===== config.mk =====
export PLATFORM = sky130hd
export DESIGN_NAME = regfile_dump_reader_flat
export DESIGN_NICKNAME = d
export VERILOG_FILES = /design/src/rtl/regfile_dump_reader_if.sv /design/src/rtl/regfile_dump_reader.sv /design/src/flat_wrapper.sv
export SDC_FILE = /design/constraint.sdc
export NUM_CORES = 1
export LEC_CHECK = 0
export BUFFER_PORTS_ARGS = -buffer_cell sky130_fd_sc_hd__buf_2
export CAP_MARGIN = 15
export CORE_MARGIN = 5
export CORE_UTILIZATION = 42
export DETAILED_ROUTE_END_ITERATION = 16
export PLACE_DENSITY = 0.78
export SETUP_SLACK_MARGIN = 0.05
export SYNTH_ARGS = -nofsm -noshare
export SYNTH_HDL_FRONTEND = slang
export SYNTH_SLANG_ARGS = --single-unit

===== constraint.sdc =====
create_clock -name clk -period 1.6 [get_ports clk]
set_input_delay 0.32 -clock clk [delete_from_list [all_inputs] [get_ports clk]]
set_output_delay 0.32 -clock clk [all_outputs]
set_load 0.02 [all_outputs]

===== src/rtl/regfile_dump_reader_if.sv =====
// Register-file read port plus valid/ready dump stream used by regfile_dump_reader.
// master = reader side, slave = register file / dump sink side.
interface regfile_dump_reader_if #(
  parameter int AW = 5,
  parameter int DW = 32
);
  logic [AW-1:0] rf_radd;
  logic [DW-1:0] rf_rdata;
  logic          dump_valid;
  logic          dump_ready;
  logic [AW-1:0] dump_addr;
  logic [DW-1:0] dump_data;
  logic          dump_last;
  logic          dump_is_csum;

  modport master (
    output rf_radd,
    input  rf_rdata,
    output dump_valid,
    input  dump_ready,
    output dump_addr,
    output dump_data,
    output dump_last,
    output dump_is_csum
  );

  modport slave (
    input  rf_radd,
    output rf_rdata,
    input  dump_valid,
    output dump_ready,
    input  dump_addr,
    input  dump_data,
    input  dump_last,
    input  dump_is_csum
  );
endinterface


===== src/rtl/regfile_dump_reader.sv =====
// Walks register file x0..x(NREGS-1) on a start pulse and streams (index, value) beats.
// Define DUMP_CSUM_EN to append a final XOR-checksum beat to every dump.
module regfile_dump_reader #(
  parameter int NREGS = 32,
  parameter int AW    = 5,
  parameter int DW    = 32
) (
  input  logic                   clk,
  input  logic                   rst,
  input  logic                   start,
  regfile_dump_reader_if.master  dif,
  output logic                   busy,
  output logic                   done
);

  typedef enum logic [2:0] {
    S_IDLE = 3'd0,
    S_READ = 3'd1,
    S_SEND = 3'd2,
    S_CSUM = 3'd3,
    S_FIN  = 3'd4
  } state_t;

  localparam logic [AW-1:0] LAST_IDX = AW'(NREGS - 1);

  state_t        state_q, state_d;
  logic [AW-1:0] idx_q, idx_d;
  logic [AW-1:0] radd_q, radd_d;
  logic          valid_q, valid_d;
  logic [AW-1:0] addr_q, addr_d;
  logic [DW-1:0] data_q, data_d;
  logic          last_q, last_d;
  logic          busy_q, busy_d;
  logic          done_q, done_d;
  logic          accept_s;
  logic          at_last_s;

`ifdef DUMP_CSUM_EN
  logic [DW-1:0] csum_q, csum_d;
  logic          is_csum_q, is_csum_d;

  function automatic logic [DW-1:0] csum_fold(input logic [DW-1:0] acc, input logic [DW-1:0] word);
    csum_fold = acc ^ word;
  endfunction
`endif

  assign accept_s  = valid_q & dif.dump_ready;
  assign at_last_s = (idx_q == LAST_IDX);

  // Next-state and next-output computation for the dump walker.
  always_comb begin
    state_d = state_q;
    idx_d   = idx_q;
    radd_d  = radd_q;
    valid_d = valid_q;
    addr_d  = addr_q;
    data_d  = data_q;
    last_d  = last_q;
    busy_d  = busy_q;
    done_d  = 1'b0;
`ifdef DUMP_CSUM_EN
    csum_d    = csum_q;
    is_csum_d = is_csum_q;
`endif

    case (state_q)
      S_IDLE: begin
        radd_d = '0;
        if (start) begin
          state_d = S_READ;
          idx_d   = '0;
          busy_d  = 1'b1;
`ifdef DUMP_CSUM_EN
          csum_d  = '0;
`endif
        end else begin
          state_d = S_IDLE;
        end
      end

      // rf_radd already equals idx here, so rf_rdata is the value for idx.
      S_READ: begin
        data_d  = dif.rf_rdata;
        addr_d  = idx_q;
        valid_d = 1'b1;
        state_d = S_SEND;
`ifdef DUMP_CSUM_EN
        last_d    = 1'b0;
        csum_d    = csum_fold(csum_q, dif.rf_rdata);
        is_csum_d = 1'b0;
`else
        last_d    = at_last_s;
`endif
      end

      S_SEND: begin
        if (accept_s) begin
          valid_d = 1'b0;
          if (at_last_s) begin
            radd_d = '0;
`ifdef DUMP_CSUM_EN
            state_d = S_CSUM;
`else
            last_d  = 1'b0;
            state_d = S_FIN;
            done_d  = 1'b1;
`endif
          end else begin
            idx_d   = idx_q + {{(AW-1){1'b0}}, 1'b1};
            radd_d  = idx_q + {{(AW-1){1'b0}}, 1'b1};
            state_d = S_READ;
          end
        end else begin
          state_d = S_SEND;
        end
      end

`ifdef DUMP_CSUM_EN
      // First cycle loads the checksum beat, then it is held until accepted.
      S_CSUM: begin
        if (!valid_q) begin
          valid_d   = 1'b1;
          data_d    = csum_q;
          addr_d    = '0;
          last_d    = 1'b1;
          is_csum_d = 1'b1;
          state_d   = S_CSUM;
        end else if (dif.dump_ready) begin
          valid_d   = 1'b0;
          last_d    = 1'b0;
          is_csum_d = 1'b0;
          state_d   = S_FIN;
          done_d    = 1'b1;
        end else begin
          state_d   = S_CSUM;
        end
      end
`endif

      S_FIN: begin
        busy_d  = 1'b0;
        idx_d   = '0;
        radd_d  = '0;
        state_d = S_IDLE;
      end

      default: begin
        state_d = S_IDLE;
        idx_d   = '0;
        radd_d  = '0;
        valid_d = 1'b0;
        last_d  = 1'b0;
        busy_d  = 1'b0;
`ifdef DUMP_CSUM_EN
        is_csum_d = 1'b0;
`endif
      end
    endcase
  end

  // State and output registers with synchronous reset.
  always_ff @(posedge clk) begin
    if (rst) begin
      state_q <= S_IDLE;
      idx_q   <= '0;
      radd_q  <= '0;
      valid_q <= 1'b0;
      addr_q  <= '0;
      data_q  <= '0;
      last_q  <= 1'b0;
      busy_q  <= 1'b0;
      done_q  <= 1'b0;
`ifdef DUMP_CSUM_EN
      csum_q    <= '0;
      is_csum_q <= 1'b0;
`endif
    end else begin
      state_q <= state_d;
      idx_q   <= idx_d;
      radd_q  <= radd_d;
      valid_q <= valid_d;
      addr_q  <= addr_d;
      data_q  <= data_d;
      last_q  <= last_d;
      busy_q  <= busy_d;
      done_q  <= done_d;
`ifdef DUMP_CSUM_EN
      csum_q    <= csum_d;
      is_csum_q <= is_csum_d;
`endif
    end
  end

  assign dif.rf_radd    = radd_q;
  assign dif.dump_valid = valid_q;
  assign dif.dump_addr  = addr_q;
  assign dif.dump_data  = data_q;
  assign dif.dump_last  = last_q;
  assign busy           = busy_q;
  assign done           = done_q;
`ifdef DUMP_CSUM_EN
  assign dif.dump_is_csum = is_csum_q;
`else
  assign dif.dump_is_csum = 1'b0;
`endif

endmodule


===== src/flat_wrapper.sv =====
// flat-port wrapper written by rule: the top's interface ports become plain ports
module regfile_dump_reader_flat 
#(
  parameter int NREGS = 32,
  parameter int AW    = 5,
  parameter int DW    = 32
)
  (clk, rst, start, busy, done, dif_rf_radd, dif_rf_rdata, dif_dump_valid, dif_dump_ready, dif_dump_addr, dif_dump_data, dif_dump_last, dif_dump_is_csum);
  regfile_dump_reader_if #(.AW(AW), .DW(DW)) dif_i ();
  input  logic clk;
  input  logic rst;
  input  logic start;
  output logic busy;
  output logic done;
  output wire logic [$bits(dif_i.rf_radd)-1:0] dif_rf_radd;
  input wire logic [$bits(dif_i.rf_rdata)-1:0] dif_rf_rdata;
  output wire logic [$bits(dif_i.dump_valid)-1:0] dif_dump_valid;
  input wire logic [$bits(dif_i.dump_ready)-1:0] dif_dump_ready;
  output wire logic [$bits(dif_i.dump_addr)-1:0] dif_dump_addr;
  output wire logic [$bits(dif_i.dump_data)-1:0] dif_dump_data;
  output wire logic [$bits(dif_i.dump_last)-1:0] dif_dump_last;
  output wire logic [$bits(dif_i.dump_is_csum)-1:0] dif_dump_is_csum;
  assign dif_rf_radd = dif_i.rf_radd;
  assign dif_i.rf_rdata = dif_rf_rdata;
  assign dif_dump_valid = dif_i.dump_valid;
  assign dif_i.dump_ready = dif_dump_ready;
  assign dif_dump_addr = dif_i.dump_addr;
  assign dif_dump_data = dif_i.dump_data;
  assign dif_dump_last = dif_i.dump_last;
  assign dif_dump_is_csum = dif_i.dump_is_csum;
  regfile_dump_reader #(.NREGS(NREGS), .AW(AW), .DW(DW)) u_core (.clk(clk), .rst(rst), .start(start), .dif(dif_i), .busy(busy), .done(done));
endmodule

==> flow_summary.html, run 1 <==
<table>
<tr><th>Metric</th><th>Value</th></tr>
<tr><th colspan="2">Outcome</th></tr>
<tr><td>Run status</td><td>finished, violations left</td></tr>
<tr><td>Violated checks</td><td>negative setup slack</td></tr>
<tr><th colspan="2">Routing</th></tr>
<tr><td>Number of vias after detailed routing</td><td>1985</td></tr>
<tr><td>Routed Antenna Nets</td><td>0</td></tr>
<tr><td>Post-Route WL</td><td>5.33 mm</td></tr>
<tr><td>Initial DRT Pass Iterations</td><td>4</td></tr>
<tr><td>Remaining routing DRC violations</td><td>0</td></tr>
<tr><td>Via-per-instance ratio</td><td>4.99</td></tr>
<tr><td>Iter 0 DRT Violations</td><td>200</td></tr>
<tr><td>Routed length per instance</td><td>13.4 microns</td></tr>
<tr><th colspan="2">Power</th></tr>
<tr><td>Part of the total power dissipated in the clock network</td><td>0.338</td></tr>
<tr><td>Portion of total power attributed to sequential cells</td><td>0.527</td></tr>
<tr><td>Cell internal pwr</td><td>2.00 mW</td></tr>
<tr><td>Gate power share</td><td>0.135</td></tr>
<tr><td>Net switching power figure</td><td>0.690 mW</td></tr>
<tr><td>Largest voltage drop on the vdd net</td><td>811 uV</td></tr>
<tr><td>Power per cell area</td><td>955 mW/mm^2</td></tr>
<tr><td>Sw frac</td><td>0.256</td></tr>
<tr><td>P_leak</td><td>1.21 nW</td></tr>
<tr><th colspan="2">STA</th></tr>
<tr><td>Relative slew slack</td><td>0.645</td></tr>
<tr><td>Max Clock Freq</td><td>603 MHz</td></tr>
<tr><td>Clock period minus final worst setup slack</td><td>1.66 ns</td></tr>
<tr><td>Final worst setup slack</td><td>-0.0588 ns</td></tr>
<tr><td>Setup Viol. Count Final</td><td>9</td></tr>
<tr><td>Final Max Slew Viols</td><td>0</td></tr>
<tr><td>Largest clock skew in the final design</td><td>0.00682 ns</td></tr>
<tr><td>Setup total negative slack</td><td>-0.323 ns</td></tr>
<tr><td>Final hold viol count</td><td>0</td></tr>
<tr><td>Crit share post-route</td><td>1.04</td></tr>
<tr><td>Setup repair after global routing missed its margin</td><td>yes</td></tr>
<tr><td>Slew at the pin closest to its max-slew limit</td><td>0.532 ns</td></tr>
<tr><th colspan="2">Clock tree</th></tr>
<tr><td>Library cell used as clock root buffer</td><td>sky130_fd_sc_hd__clkbuf_8</td></tr>
<tr><td>CTS hold repair buffers</td><td>0</td></tr>
<tr><td>Worst-path clk slew</td><td>0.09 ns</td></tr>
<tr><td>TritonCTS clock tree</td><td>built</td></tr>
<tr><td>Clock sink count</td><td>54</td></tr>
<tr><td>Maximum buffer depth of the clock tree</td><td>2</td></tr>
<tr><td>TritonCTS Buffers</td><td>5</td></tr>
<tr><td>Clock H-tree levels</td><td>2</td></tr>
<tr><td>Clock latency at the later pin of the worst-skew pair</td><td>0.31 ns</td></tr>
<tr><th colspan="2">Synth</th></tr>
<tr><td>Main synth FF type</td><td>sky130_fd_sc_hd__dfxtp_1</td></tr>
<tr><td>Area of the mapped netlist</td><td>0.00203 sq mm</td></tr>
<tr><td>Leading post-synthesis cells by cell area</td><td>sky130_fd_sc_hd__dfxtp_1 (53%), sky130_fd_sc_hd__nand2_1 (15%), sky130_fd_sc_hd__a21oi_1 (12%)</td></tr>
<tr><td>Netlist cell types</td><td>34</td></tr>
<tr><td>Register bit total from synthesis</td><td>54</td></tr>
<tr><td>Most used standard cells in the synthesized netlist</td><td>sky130_fd_sc_hd__nand2_1 (79), sky130_fd_sc_hd__dfxtp_1 (54), sky130_fd_sc_hd__a21oi_1 (47), sky130_fd_sc_hd__nor2_1 (10), sky130_fd_sc_hd__clkbuf_1 (8)</td></tr>
<tr><td>Count leader, synth</td><td>sky130_fd_sc_hd__nand2_1</td></tr>
<tr><td>Top cell type's share of synthesized area</td><td>0.533</td></tr>
<tr><td>Sequential-to-total area share from yosys stat</td><td>0.533</td></tr>
<tr><td>Average size of a mapped cell</td><td>8.09 sq um</td></tr>
<tr><td>Instance count of the mapped netlist</td><td>251</td></tr>
<tr><td>Post-synth EDFFs</td><td>0</td></tr>
<tr><td>Asr flop ratio synth</td><td>0</td></tr>
<tr><td>Yosys top cell by area</td><td>sky130_fd_sc_hd__dfxtp_1</td></tr>
<tr><td>Post-synthesis net count</td><td>289</td></tr>
<tr><td>Number of warnings reported in the yosys synthesis log</td><td>0</td></tr>
<tr><th colspan="2">Hold path</th></tr>
<tr><td>Type of the tightest min-delay check</td><td>input pin to flip-flop</td></tr>
<tr><td>Number of instances on the worst hold path</td><td>3</td></tr>
<tr><th colspan="2">Worst setup path</th></tr>
<tr><td>CP peak stage delay</td><td>0.34 ns</td></tr>
<tr><td>Startpoint Class</td><td>flip-flop</td></tr>
<tr><td>Cell count of the worst reg-to-reg path</td><td>8</td></tr>
<tr><td>Worst Path Buf+Inv</td><td>2</td></tr>
<tr><td>Number of logic stages on the critical path including buffering</td><td>8</td></tr>
<tr><td>Worst-path cell chain</td><td>ha_4, and3_4, ha_4, nand4b_1, buf_6, buf_4, nand3_2, a21oi_2</td></tr>
<tr><td>Data required, critical path</td><td>1.79 ns</td></tr>
<tr><td>Type of the worst setup path</td><td>flip-flop to flip-flop</td></tr>
<tr><td>Cell with the largest stage delay on the worst path</td><td>sky130_fd_sc_hd__dfxtp_2</td></tr>
<tr><td>CP arrival</td><td>1.85 ns</td></tr>
<tr><td>Cell class contributing the biggest share of worst-path delay</td><td>simple AND/OR/NAND/NOR gates</td></tr>
<tr><td>Worst path most repeated cell</td><td>sky130_fd_sc_hd__ha_4</td></tr>
<tr><td>Type of element capturing the critical path</td><td>flip-flop</td></tr>
<tr><td>Critical path fanouts, max</td><td>3</td></tr>
<tr><th colspan="2">Finish</th></tr>
<tr><td>Diode count</td><td>0</td></tr>
<tr><td>Post-route core utilization</td><td>0.601</td></tr>
<tr><td>Final #Nets</td><td>381</td></tr>
<tr><td>Share of final-layout standard cells stronger than drive strength 1</td><td>0.372</td></tr>
<tr><td>Fillers</td><td>415</td></tr>
<tr><td>Area grow syn2layout</td><td>38.8%</td></tr>
<tr><td>Total non-filler cell area in the finished layout</td><td>0.00282 sq mm</td></tr>
<tr><th colspan="2">GRT</th></tr>
<tr><td>First-pass GRT wire length</td><td>8.38 mm</td></tr>
<tr><td>Total congestion overflow after global routing</td><td>0</td></tr>
<tr><td>Pin count of the biggest net entering global routing</td><td>55</td></tr>
<tr><td>Number of antenna violations at the first check in global routing</td><td>0</td></tr>
<tr><td>Total Routing Usage GR</td><td>0.166</td></tr>
<tr><td>Vias in the first global route</td><td>1828</td></tr>
<tr><th colspan="2">Floorplan</th></tr>
<tr><td>Die Area</td><td>0.00632 sq mm</td></tr>
<tr><td>Effective utilization at floorplan</td><td>0.433</td></tr>
<tr><td>DIE HEIGHT</td><td>79.5 microns</td></tr>
<tr><td>Die W</td><td>79.5 microns</td></tr>
<tr><td># IOs</td><td>83</td></tr>
<tr><td>Total core area</td><td>0.00469 sq mm</td></tr>
<tr><td>Standard-cell rows</td><td>25</td></tr>
<tr><th colspan="2">Place</th></tr>
<tr><td>Area after DPL</td><td>0.00262 sq mm</td></tr>
<tr><td>Placed wire-length estimate</td><td>3.57 mm</td></tr>
<tr><td>Worst slack, placed</td><td>-0.0547 ns</td></tr>
<tr><td>Final weighted congestion of routability-driven global placement</td><td>0.872</td></tr>
<tr><td>Buffers on Ports</td><td>81</td></tr>
<tr><th colspan="2">Flow run</th></tr>
<tr><td>Total of max-cap violations</td><td>0</td></tr>
</table>
routing by layer:
metal,global-route usage,share of wire,up-vias
met4,0.0515,0.0099,0
li1,-,-,1011
met1,0.212,0.44,915
met5,0,0,-
met2,0.274,0.49,54
met3,0.0418,0.060,5
repair_timing:
| item | 4_1_cts | 5_1_grt |
|---|---|---|
| hold endpoints to repair | 0 | 0 |
| cloned | 0 | 0 |
| gates resized for setup | 5 | 13 |
| setup endpoints to repair | 8 | 32 |
| pin swaps | 2 | 9 |
| setup buffers | 2 | 1 |
area by class of cell:
class | instances | area [sq um] | area share
well taps | 54 | 67.6 | 0.0240
clock buffers | 6 | 72.6 | 0.0258
inverters | 2 | 7.51 | 0.00266
flip-flops and latches | 54 | 1080 | 0.385
clock inverters | 2 | 37.5 | 0.0133
repair buffers | 102 | 596 | 0.211
multi-input cells | 178 | 953 | 0.338
final timing paths:
kind / end / start / slack (ns)
setup / recovery: u_core.idx_q[1]$_SDFFE_PP0P_ / u_core.idx_q[0]$_SDFFE_PP0P_ / -0.06
hold / removal: u_core.dif.dump_data[1]$_SDFFE_PP0P_ / dif_rf_rdata[1] / 0.24
setup reg to reg: u_core.idx_q[1]$_SDFFE_PP0P_ / u_core.idx_q[0]$_SDFFE_PP0P_ / -0.06
hold reg to reg: u_core.dif.dump_data[26]$_SDFFE_PP0P_ / u_core.dif.dump_data[26]$_SDFFE_PP0P_ / 0.45
placed cells by master, fill, tap and decap left out, types with 2 or more instances in the layout:
| cell | Yosys | routed |
|---|---|---|
| sky130_fd_sc_hd__a21oi_1 | 47 | 43 |
| sky130_fd_sc_hd__ha_4 | 0 | 2 |
| sky130_fd_sc_hd__a21oi_2 | 0 | 4 |
| sky130_fd_sc_hd__buf_6 | 1 | 2 |
| sky130_fd_sc_hd__clkbuf_8 | 0 | 5 |
| sky130_fd_sc_hd__nand3_2 | 0 | 2 |
| sky130_fd_sc_hd__nand3_1 | 7 | 5 |
| sky130_fd_sc_hd__nor2_1 | 10 | 8 |
| sky130_fd_sc_hd__nand3b_1 | 2 | 2 |
| sky130_fd_sc_hd__nor3_1 | 4 | 3 |
| sky130_fd_sc_hd__a31oi_1 | 2 | 2 |
| sky130_fd_sc_hd__xnor2_1 | 2 | 2 |
| sky130_fd_sc_hd__buf_12 | 0 | 2 |
| sky130_fd_sc_hd__o21ai_1 | 2 | 3 |
| sky130_fd_sc_hd__nand2_2 | 0 | 2 |
| sky130_fd_sc_hd__nand2_1 | 79 | 77 |
| sky130_fd_sc_hd__buf_2 | 3 | 81 |
| sky130_fd_sc_hd__dfxtp_1 | 54 | 52 |
| sky130_fd_sc_hd__nand2b_1 | 4 | 4 |
| sky130_fd_sc_hd__dfxtp_2 | 0 | 2 |
| sky130_fd_sc_hd__nor3b_1 | 2 | 2 |
| sky130_fd_sc_hd__buf_4 | 1 | 17 |
sequential cells by signal, indices dropped and copies added (netlist names):
signal,flops
u_core.dif.dump_data,32
u_core.dif.dump_addr,5
u_core.dif.rf_radd,5
u_core.idx_q,5
u_core.state_q,3
u_core.busy,1
u_core.dif.dump_last,1
u_core.dif.dump_valid,1
u_core.done,1
worst reg2reg max path, delay by kind of cell (launching register included):
kind / cells / cell delay (ns)
simple gates: 3 / 0.51
buf+inv: 2 / 0.34
fa+ha+maj: 2 / 0.30
compound gates: 1 / 0.05
flops: 1 / 0.34
power by group through the flow:
stage | sequential [mW] | combinational, mW | clock, mW
2_1_floorplan | 1.50 | 0.146 | 0
3_3_place_gp | 1.45 | 0.348 | 0
3_5_place_dp | 1.45 | 0.351 | 0
4_1_cts | 1.42 | 0.357 | 0.934
5_1_grt | 1.43 | 0.400 | 1.00
6_report | 1.42 | 0.364 | 0.909
through the flow:
stage	power (mW)	hold WS [ns]	cells
3_5_place_dp	1.80	0.444	387
3_3_place_gp	1.79	0.439	387
2_1_floorplan	1.65	0.456	251
4_1_cts	2.71	0.225	397
6_report	2.69	0.239	398
5_1_grt	2.83	0.221	398
kinds of logic after synthesis:
logic type	count (synthesis)	synth area share
simple gates	115	0.245
flops	54	0.533
mux	1	0.00493
buf+inv	19	0.0425
xor+xnor	2	0.00863
other cells	1	0.00185
fa+ha+maj	2	0.0123
compound gates	57	0.152
No activity file was read; power rests on OpenSTA's default activity.
==> run 2, diff against run 1 <==
--- a/config.mk
+++ b/config.mk
@@ -5,12 +5,13 @@
 export SDC_FILE = /design/constraint.sdc
 export NUM_CORES = 1
 export LEC_CHECK = 0
+export ABC_AREA = 1
 export BUFFER_PORTS_ARGS = -buffer_cell sky130_fd_sc_hd__buf_2
 export CAP_MARGIN = 15
 export CORE_MARGIN = 5
-export CORE_UTILIZATION = 42
+export CORE_UTILIZATION = 43
 export DETAILED_ROUTE_END_ITERATION = 16
-export PLACE_DENSITY = 0.78
+export PLACE_DENSITY = 0.74
 export SETUP_SLACK_MARGIN = 0.05
 export SYNTH_ARGS = -nofsm -noshare
 export SYNTH_HDL_FRONTEND = slang
==> run 2 against run 1 <==
Against the previous run:
- the run now ends clean
- combinational power is 41% higher
- clock power shrank 17%
- hold slack got worse by 0.027 ns
- via count is 0.96% lower
- critical path depth is 1 higher
- final cell count grew 4.8%
- first-iteration DRC count down 82%
- power grew 2.0%
- register-to-register slack gained 0.20 ns
- sequential power is 4% higher
- cell area fell by 1.4%
- die area rose by 4.1%
==> flow_summary.html, run 2 <==
<table>
<tr><th>Metric</th><th>Value</th></tr>
<tr><th colspan="2">Outcome</th></tr>
<tr><td>Run status</td><td>completed</td></tr>
<tr><th colspan="2">Routing</th></tr>
<tr><td>Number of vias after detailed routing</td><td>1966</td></tr>
<tr><td>Post-Route WL</td><td>4.98 mm</td></tr>
<tr><td>Remaining routing DRC violations</td><td>0</td></tr>
<tr><td>Iter 0 DRT Violations</td><td>37</td></tr>
<tr><td>Routed Antenna Nets</td><td>0</td></tr>
<tr><td>Routed length per instance</td><td>12.0 microns</td></tr>
<tr><td>Initial DRT Pass Iterations</td><td>4</td></tr>
<tr><td>Via-per-instance ratio</td><td>4.71</td></tr>
<tr><th colspan="2">Power</th></tr>
<tr><td>Sw frac</td><td>0.286</td></tr>
<tr><td>Power per cell area</td><td>988 mW/mm^2</td></tr>
<tr><td>Cell internal pwr</td><td>1.96 mW</td></tr>
<tr><td>Part of the total power dissipated in the clock network</td><td>0.276</td></tr>
<tr><td>P_leak</td><td>1.23 nW</td></tr>
<tr><td>Largest voltage drop on the vdd net</td><td>440 uV</td></tr>
<tr><td>Net switching power figure</td><td>0.783 mW</td></tr>
<tr><td>Portion of total power attributed to sequential cells</td><td>0.537</td></tr>
<tr><td>Gate power share</td><td>0.187</td></tr>
<tr><th colspan="2">STA</th></tr>
<tr><td>Max Clock Freq</td><td>687 MHz</td></tr>
<tr><td>Final hold viol count</td><td>0</td></tr>
<tr><td>Final Max Slew Viols</td><td>0</td></tr>
<tr><td>Crit share post-route</td><td>0.910</td></tr>
<tr><td>Setup Viol. Count Final</td><td>0</td></tr>
<tr><td>Setup repair after global routing missed its margin</td><td>no</td></tr>
<tr><td>Clock period minus final worst setup slack</td><td>1.46 ns</td></tr>
<tr><td>Setup total negative slack</td><td>0 ns</td></tr>
<tr><td>Largest clock skew in the final design</td><td>0.00639 ns</td></tr>
<tr><th colspan="2">Worst setup path</th></tr>
<tr><td>Reg-to-Reg End</td><td>u_core.dif.rf_radd[3]$_SDFFE_PP0P_</td></tr>
<tr><td>Critical path fanouts, max</td><td>5</td></tr>
<tr><td>Type of the worst setup path</td><td>flip-flop to flip-flop</td></tr>
<tr><td>Cell count of the worst reg-to-reg path</td><td>9</td></tr>
<tr><td>CP arrival</td><td>1.69 ns</td></tr>
<tr><td>Data required, critical path</td><td>1.84 ns</td></tr>
<tr><td>Worst Path Buf+Inv</td><td>1</td></tr>
<tr><td>Worst R2R Start</td><td>u_core.idx_q[0]$_SDFFE_PP0P_</td></tr>
<tr><td>Cell with the largest stage delay on the worst path</td><td>sky130_fd_sc_hd__dfxtp_4</td></tr>
<tr><td>CP peak stage delay</td><td>0.38 ns</td></tr>
<tr><td>Startpoint Class</td><td>flip-flop</td></tr>
<tr><td>Worst-path cell chain</td><td>ha_4, nand2_2, nor2_2, ha_2, inv_2, nand3_4, nor2_4, nand3_2, a21oi_2</td></tr>
<tr><td>Cell class contributing the biggest share of worst-path delay</td><td>simple AND/OR/NAND/NOR gates</td></tr>
<tr><td>Type of element capturing the critical path</td><td>flip-flop</td></tr>
<tr><td>R2R Setup Slk</td><td>0.14 ns</td></tr>
<tr><th colspan="2">Floorplan</th></tr>
<tr><td>Effective utilization at floorplan</td><td>0.451</td></tr>
<tr><td>Standard-cell rows</td><td>25</td></tr>
<tr><td>Die W</td><td>81.1 microns</td></tr>
<tr><td>Total core area</td><td>0.00482 sq mm</td></tr>
<tr><td>Die Area</td><td>0.00658 sq mm</td></tr>
<tr><td>DIE HEIGHT</td><td>81.1 microns</td></tr>
<tr><td># IOs</td><td>83</td></tr>
<tr><th colspan="2">Synth</th></tr>
<tr><td>Register bit total from synthesis</td><td>54</td></tr>
<tr><td>Post-synthesis net count</td><td>305</td></tr>
<tr><td>Post-synth EDFFs</td><td>0</td></tr>
<tr><td>Main synth FF type</td><td>sky130_fd_sc_hd__dfxtp_1</td></tr>
<tr><td>Asr flop ratio synth</td><td>0</td></tr>
<tr><td>Netlist cell types</td><td>26</td></tr>
<tr><td>Sequential-to-total area share from yosys stat</td><td>0.497</td></tr>
<tr><td>Most used standard cells in the synthesized netlist</td><td>sky130_fd_sc_hd__nand2_1 (89), sky130_fd_sc_hd__dfxtp_1 (54), sky130_fd_sc_hd__a21oi_1 (33), sky130_fd_sc_hd__nor2_1 (17), sky130_fd_sc_hd__a21oi_2 (11)</td></tr>
<tr><td>Area of the mapped netlist</td><td>0.00217 sq mm</td></tr>
<tr><td>Yosys top cell by area</td><td>sky130_fd_sc_hd__dfxtp_1</td></tr>
<tr><td>Average size of a mapped cell</td><td>8.14 sq um</td></tr>
<tr><td>Top cell type's share of synthesized area</td><td>0.497</td></tr>
<tr><td>Number of warnings reported in the yosys synthesis log</td><td>0</td></tr>
<tr><td>Instance count of the mapped netlist</td><td>267</td></tr>
<tr><td>Count leader, synth</td><td>sky130_fd_sc_hd__nand2_1</td></tr>
<tr><td>Leading post-synthesis cells by cell area</td><td>sky130_fd_sc_hd__dfxtp_1 (50%), sky130_fd_sc_hd__nand2_1 (15%), sky130_fd_sc_hd__a21oi_1 (7.6%)</td></tr>
<tr><th colspan="2">Finish</th></tr>
<tr><td>Diode count</td><td>0</td></tr>
<tr><td>Commonest non-fill, non-tap cell in the layout</td><td>sky130_fd_sc_hd__nand2_1</td></tr>
<tr><td>Most frequent cells in the layout</td><td>sky130_fd_sc_hd__nand2_1 (87), sky130_fd_sc_hd__buf_2 (81), sky130_fd_sc_hd__dfxtp_1 (52)</td></tr>
<tr><td>Number of flip-flops under the largest register name</td><td>32</td></tr>
<tr><td>Sequential cell area</td><td>0.00109 sq mm</td></tr>
<tr><td>Number of cells in the finished layout apart from fillers</td><td>417</td></tr>
<tr><td>Final #Nets</td><td>387</td></tr>
<tr><td>Fillers</td><td>460</td></tr>
<tr><td>Total area of multi-input combinational cells</td><td>0.00100 sq mm</td></tr>
<tr><td>Area grow syn2layout</td><td>27.7%</td></tr>
<tr><td>Share of final-layout standard cells stronger than drive strength 1</td><td>0.391</td></tr>
<tr><th colspan="2">Clock tree</th></tr>
<tr><td>Clock latency at the later pin of the worst-skew pair</td><td>0.30 ns</td></tr>
<tr><td>Worst-path clk slew</td><td>0.09 ns</td></tr>
<tr><td>TritonCTS Buffers</td><td>5</td></tr>
<tr><td>CTS hold repair buffers</td><td>0</td></tr>
<tr><td>TritonCTS clock tree</td><td>built</td></tr>
<tr><td>Maximum buffer depth of the clock tree</td><td>2</td></tr>
<tr><td>Clock H-tree levels</td><td>2</td></tr>
<tr><td>Clock sink count</td><td>54</td></tr>
<tr><td>Post-CTS Setup Inserts</td><td>0</td></tr>
<tr><td>Library cell used as clock root buffer</td><td>sky130_fd_sc_hd__clkbuf_8</td></tr>
<tr><th colspan="2">Place</th></tr>
<tr><td>Buffers on Ports</td><td>81</td></tr>
<tr><td>Placed wire-length estimate</td><td>3.62 mm</td></tr>
<tr><td>Final weighted congestion of routability-driven global placement</td><td>0.866</td></tr>
<tr><td>Dpl cells</td><td>408</td></tr>
<tr><th colspan="2">Hold path</th></tr>
<tr><td>Hold Crit Endpoint</td><td>u_core.dif.dump_valid$_SDFFE_PP0P_</td></tr>
<tr><td>Number of instances on the worst hold path</td><td>2</td></tr>
<tr><td>Type of the tightest min-delay check</td><td>input pin to flip-flop</td></tr>
<tr><td>Startpoint of the tightest hold check path</td><td>rst</td></tr>
<tr><th colspan="2">GRT</th></tr>
<tr><td>Number of antenna violations at the first check in global routing</td><td>0</td></tr>
<tr><td>Total congestion overflow after global routing</td><td>0</td></tr>
<tr><td>First-pass GRT wire length</td><td>7.89 mm</td></tr>
<tr><td>Total Routing Usage GR</td><td>0.152</td></tr>
<tr><td>Vias in the first global route</td><td>1829</td></tr>
<tr><td>Pin count of the biggest net entering global routing</td><td>24</td></tr>
<tr><th colspan="2">Flow run</th></tr>
<tr><td>Total of max-cap violations</td><td>0</td></tr>
</table>
==> run 2: area by class of cell <==
type / count / area share
multi-input cells: 189 / 0.362
flip-flops and latches: 54 / 0.391
clock inverters: 1 / 0.00180
inverters: 11 / 0.0149
well taps: 67 / 0.0302
repair buffers: 88 / 0.169
clock buffers: 7 / 0.0311
==> run 2: power groups by stage <==
| stage | registers (mW) | clock network, mW | logic (mW) |
|---|---|---|---|
| after floorplan | 1.57 | 0 | 0.280 |
| after global placement | 1.50 | 0 | 0.485 |
| after detailed placement | 1.50 | 0 | 0.490 |
| after CTS | 1.47 | 0.796 | 0.505 |
| after global routing | 1.48 | 0.847 | 0.568 |
| final | 1.47 | 0.756 | 0.513 |
==> run 2: cells by family (layout without fill, tap and decap cells) <==
family / after synthesis / in the layout / share of synthesized area
DFF: 54 / 54 / 0.497
xor gates and xnor gates: 1 / 1 / 0.00403
AOI/OAI and AO/OA: 50 / 50 / 0.135
buffers and inverters: 25 / 107 / 0.0777
and+or+nand+nor: 134 / 135 / 0.273
adders and majority gates: 2 / 2 / 0.0115
other: 1 / 1 / 0.00172
==> run 2: per-layer routing <==
layer / GRT usage / up-vias / part of all wire
met2: 0.262 / 58 / 0.47
met3: 0.0443 / 2 / 0.068
met4: 0.0456 / 0 / 0.0036
li1: - / 1017 / -
met1: 0.181 / 889 / 0.46
met5: 0 / - / 0
==> run 2: how the worst max path moves through the flow <==
stage | from | to | slack, ns | cells past startpoint
5_1_grt | u_core.state_q[0]$_SDFF_PP0_ | u_core.dif.rf_radd[1]$_SDFFE_PP0P_ | 0.04 | 6
6_report | u_core.idx_q[0]$_SDFFE_PP0P_ | u_core.dif.rf_radd[3]$_SDFFE_PP0P_ | 0.14 | 9
3_3_place_gp | u_core.idx_q[0]$_SDFFE_PP0P_ | u_core.idx_q[2]$_SDFFE_PP0P_ | 0.07 | 10
2_1_floorplan | u_core.idx_q[0]$_SDFFE_PP0P_ | u_core.idx_q[2]$_SDFFE_PP0P_ | 0.13 | 10
4_1_cts | u_core.idx_q[0]$_SDFFE_PP0P_ | u_core.dif.rf_radd[3]$_SDFFE_PP0P_ | 0.04 | 9
3_5_place_dp | u_core.idx_q[0]$_SDFFE_PP0P_ | u_core.idx_q[4]$_SDFFE_PP0P_ | 0.02 | 10
==> run 2: through the flow <==
stage	power [mW]	setup WS [ns]	hold slack, ns	cell area, sq um	util
floorplan	1.85	0.129	0.464	2170	-
detailed placement	1.99	0.0241	0.453	2600	0.540
CTS	2.77	0.0362	0.197	2720	0.564
global placement	1.98	0.0725	0.449	2600	0.540
global route	2.90	0.0366	0.210	2780	0.577
finish	2.74	0.145	0.212	2780	0.577
==> run 2: what timing repair did <==
action | in CTS | in global routing
cloned | 1 | 0
resized for setup | 4 | 15
setup endpoints to repair | 7 | 11
pin swaps | 2 | 4
==> run 3, diff against run 2 <==
--- a/config.mk
+++ b/config.mk
@@ -6,12 +6,11 @@
 export NUM_CORES = 1
 export LEC_CHECK = 0
 export ABC_AREA = 1
-export BUFFER_PORTS_ARGS = -buffer_cell sky130_fd_sc_hd__buf_2
 export CAP_MARGIN = 15
 export CORE_MARGIN = 5
-export CORE_UTILIZATION = 43
+export CORE_UTILIZATION = 45
 export DETAILED_ROUTE_END_ITERATION = 16
-export PLACE_DENSITY = 0.74
+export DONT_BUFFER_PORTS = 1
 export SETUP_SLACK_MARGIN = 0.05
 export SYNTH_ARGS = -nofsm -noshare
 export SYNTH_HDL_FRONTEND = slang
==> run 3 against run 2 <==
Against the previous run:
- clock-buffer cell count unchanged
- sequential power up 5%
- power shrank 5.8%
- core utilization is 7.9 points lower
- routed wire length down 5.1%
- clock skew is 0.0021 ns lower
- via count decreased by 15%
- sequential share of layout area increased by 7.3 points
- fmax up 0.92%
- register-to-register slack is essentially flat
- critical path depth unchanged
- final cell count fell by 22%
==> flow_summary.html, run 3 (synthesized netlist as in run 2, its figures left out) <==
<table>
<tr><th>Metric</th><th>Value</th></tr>
<tr><th colspan="2">Outcome</th></tr>
<tr><td>Run status</td><td>completed</td></tr>
<tr><th colspan="2">Worst setup path</th></tr>
<tr><td>Worst-path cell chain</td><td>ha_4, nand2_1, nor2_1, ha_2, inv_1, nand3_2, nor2_4, nand3_1, a21oi_1</td></tr>
<tr><td>Data required, critical path</td><td>1.84 ns</td></tr>
<tr><td>Type of the worst setup path</td><td>flip-flop to flip-flop</td></tr>
<tr><td>CP peak stage delay</td><td>0.34 ns</td></tr>
<tr><td>Type of element capturing the critical path</td><td>flip-flop</td></tr>
<tr><td>CP arrival</td><td>1.68 ns</td></tr>
<tr><td>Critical path fanouts, max</td><td>3</td></tr>
<tr><td>Startpoint Class</td><td>flip-flop</td></tr>
<tr><td>Cell class contributing the biggest share of worst-path delay</td><td>simple AND/OR/NAND/NOR gates</td></tr>
<tr><td>Worst Path Buf+Inv</td><td>1</td></tr>
<tr><td>Cell with the largest stage delay on the worst path</td><td>sky130_fd_sc_hd__dfxtp_2</td></tr>
<tr><th colspan="2">Floorplan</th></tr>
<tr><td>Die Area</td><td>0.00632 sq mm</td></tr>
<tr><td>Die W</td><td>79.5 microns</td></tr>
<tr><td>DIE HEIGHT</td><td>79.5 microns</td></tr>
<tr><td>Total core area</td><td>0.00469 sq mm</td></tr>
<tr><td>Effective utilization at floorplan</td><td>0.463</td></tr>
<tr><td># IOs</td><td>83</td></tr>
<tr><td>Standard-cell rows</td><td>25</td></tr>
<tr><th colspan="2">Clock tree</th></tr>
<tr><td>CTS hold repair buffers</td><td>0</td></tr>
<tr><td>Clock sink count</td><td>54</td></tr>
<tr><td>Clock H-tree levels</td><td>2</td></tr>
<tr><td>Library cell used as clock root buffer</td><td>sky130_fd_sc_hd__clkbuf_8</td></tr>
<tr><td>Maximum buffer depth of the clock tree</td><td>2</td></tr>
<tr><td>Clock latency at the later pin of the worst-skew pair</td><td>0.30 ns</td></tr>
<tr><td>Worst-path clk slew</td><td>0.09 ns</td></tr>
<tr><td>TritonCTS clock tree</td><td>built</td></tr>
<tr><td>TritonCTS Buffers</td><td>5</td></tr>
<tr><th colspan="2">STA</th></tr>
<tr><td>Final worst setup slack</td><td>0.158 ns</td></tr>
<tr><td>Largest clock skew in the final design</td><td>0.00429 ns</td></tr>
<tr><td>Max Clock Freq</td><td>693 MHz</td></tr>
<tr><td>Setup Viol. Count Final</td><td>0</td></tr>
<tr><td>Clock period minus final worst setup slack</td><td>1.44 ns</td></tr>
<tr><td>Crit share post-route</td><td>0.901</td></tr>
<tr><td>Setup total negative slack</td><td>0 ns</td></tr>
<tr><td>Final hold viol count</td><td>0</td></tr>
<tr><td>Final Max Slew Viols</td><td>0</td></tr>
<tr><td>Setup repair after global routing missed its margin</td><td>yes</td></tr>
<tr><th colspan="2">Flow run</th></tr>
<tr><td>Total of max-cap violations</td><td>0</td></tr>
<tr><th colspan="2">Place</th></tr>
<tr><td>Final weighted congestion of routability-driven global placement</td><td>0.829</td></tr>
<tr><td>Buffers on Ports</td><td>0</td></tr>
<tr><td>Worst slack, placed</td><td>0.0364 ns</td></tr>
<tr><td>Placed wire-length estimate</td><td>3.26 mm</td></tr>
<tr><th colspan="2">GRT</th></tr>
<tr><td>First-pass GRT wire length</td><td>7.71 mm</td></tr>
<tr><td>Vias in the first global route</td><td>1609</td></tr>
<tr><td>Total Routing Usage GR</td><td>0.153</td></tr>
<tr><td>Total congestion overflow after global routing</td><td>0</td></tr>
<tr><td>Pin count of the biggest net entering global routing</td><td>47</td></tr>
<tr><td>Number of antenna violations at the first check in global routing</td><td>0</td></tr>
<tr><th colspan="2">Hold path</th></tr>
<tr><td>Type of the tightest min-delay check</td><td>input pin to flip-flop</td></tr>
<tr><th colspan="2">Finish</th></tr>
<tr><td>Final #Nets</td><td>308</td></tr>
<tr><td>Diode count</td><td>0</td></tr>
<tr><td>Post-route core utilization</td><td>0.498</td></tr>
<tr><td>Area grow syn2layout</td><td>7.36%</td></tr>
<tr><td>Fillers</td><td>469</td></tr>
<tr><td>Share of final-layout standard cells stronger than drive strength 1</td><td>0.189</td></tr>
<tr><td>Number of flip-flops under the largest register name</td><td>32</td></tr>
<tr><td>Commonest non-fill, non-tap cell in the layout</td><td>sky130_fd_sc_hd__nand2_1</td></tr>
<tr><td>Most frequent cells in the layout</td><td>sky130_fd_sc_hd__nand2_1 (88), sky130_fd_sc_hd__dfxtp_1 (52), sky130_fd_sc_hd__a21oi_1 (33)</td></tr>
<tr><th colspan="2">Power</th></tr>
<tr><td>P_leak</td><td>0.842 nW</td></tr>
<tr><td>Largest voltage drop on the vdd net</td><td>565 uV</td></tr>
<tr><td>Power per cell area</td><td>1110 mW/mm^2</td></tr>
<tr><th colspan="2">Routing</th></tr>
<tr><td>Post-Route WL</td><td>4.73 mm</td></tr>
<tr><td>Initial DRT Pass Iterations</td><td>4</td></tr>
<tr><td>Via-per-instance ratio</td><td>5.15</td></tr>
<tr><td>Remaining routing DRC violations</td><td>0</td></tr>
<tr><td>Routed length per instance</td><td>14.6 microns</td></tr>
<tr><td>Routed Antenna Nets</td><td>0</td></tr>
<tr><td>Iter 0 DRT Violations</td><td>57</td></tr>
<tr><td>Number of vias after detailed routing</td><td>1670</td></tr>
</table>
-- run 3: changes by cell type in the layout (fill, tap and decap cells not counted), sizes merged --
cell / change
buf: -79
clkinv: -1
-- run 3: final cells by class --
type | instances | area [sq um] | share of cell area
inverters | 11 | 43.8 | 0.0188
multi-input cells | 189 | 983 | 0.421
clock buffers | 7 | 76.3 | 0.0327
repair buffers | 9 | 80.1 | 0.0343
flip-flops and latches | 54 | 1080 | 0.464
well taps | 54 | 67.6 | 0.0289
-- run 3: report_power, final --
group          leakage (nW)  internal (mW)  switching [mW]
clock network        0.0383          0.302           0.402
registers             0.441           1.42           0.127
logic                 0.363          0.127           0.205
-- run 3: worst register-to-register path, stage by stage, from the launching register on --
cell,delay [ns]
sky130_fd_sc_hd__dfxtp_2,0.34
sky130_fd_sc_hd__ha_4,0.15
sky130_fd_sc_hd__nand2_1,0.05
sky130_fd_sc_hd__nor2_1,0.04
sky130_fd_sc_hd__ha_2,0.20
sky130_fd_sc_hd__inv_1,0.10
sky130_fd_sc_hd__nand3_2,0.13
sky130_fd_sc_hd__nor2_4,0.16
sky130_fd_sc_hd__nand3_1,0.08
sky130_fd_sc_hd__a21oi_1,0.12
-- run 3: repair_timing --
action                                  4_1_cts  5_1_grt
cloned                                        1        0
endpoints found under the setup margin        7       23
gates resized for setup                       3       11
setup buffers                                 0        2
pin swaps                                     2        5
-- run 3: path summary, 6_finish.rpt --
kind	startpoint	endpoint	slack, ns	cells past startpoint
worst min register to register	u_core.idx_q[4]$_SDFFE_PP0P_	u_core.dif.dump_addr[4]$_SDFFE_PP0P_	0.50	2
worst min-delay path	rst	u_core.dif.dump_data[9]$_SDFFE_PP0P_	0.08	1
worst max-delay path	u_core.idx_q[1]$_SDFFE_PP0P_	u_core.dif.rf_radd[3]$_SDFFE_PP0P_	0.16	9
worst max register to register	u_core.idx_q[1]$_SDFFE_PP0P_	u_core.dif.rf_radd[3]$_SDFFE_PP0P_	0.16	9
-- run 3: layer usage --
metal / track usage / part of all wire
met1: 0.187 / 0.44
met2: 0.249 / 0.45
met3: 0.0485 / 0.088
met4: 0.0584 / 0.016
met5: 0 / 0
-- run 3: per-stage QoR --
step	instance area, sq um	power (mW)	hold slack [ns]	std cells
4_1_cts	2280	2.61	0.0563	322
5_1_grt	2330	2.72	0.0641	324
2_1_floorplan	2170	1.85	0.464	267
3_5_place_dp	2180	1.89	0.388	314
6_report	2330	2.58	0.0828	324
3_3_place_gp	2180	1.88	0.389	314
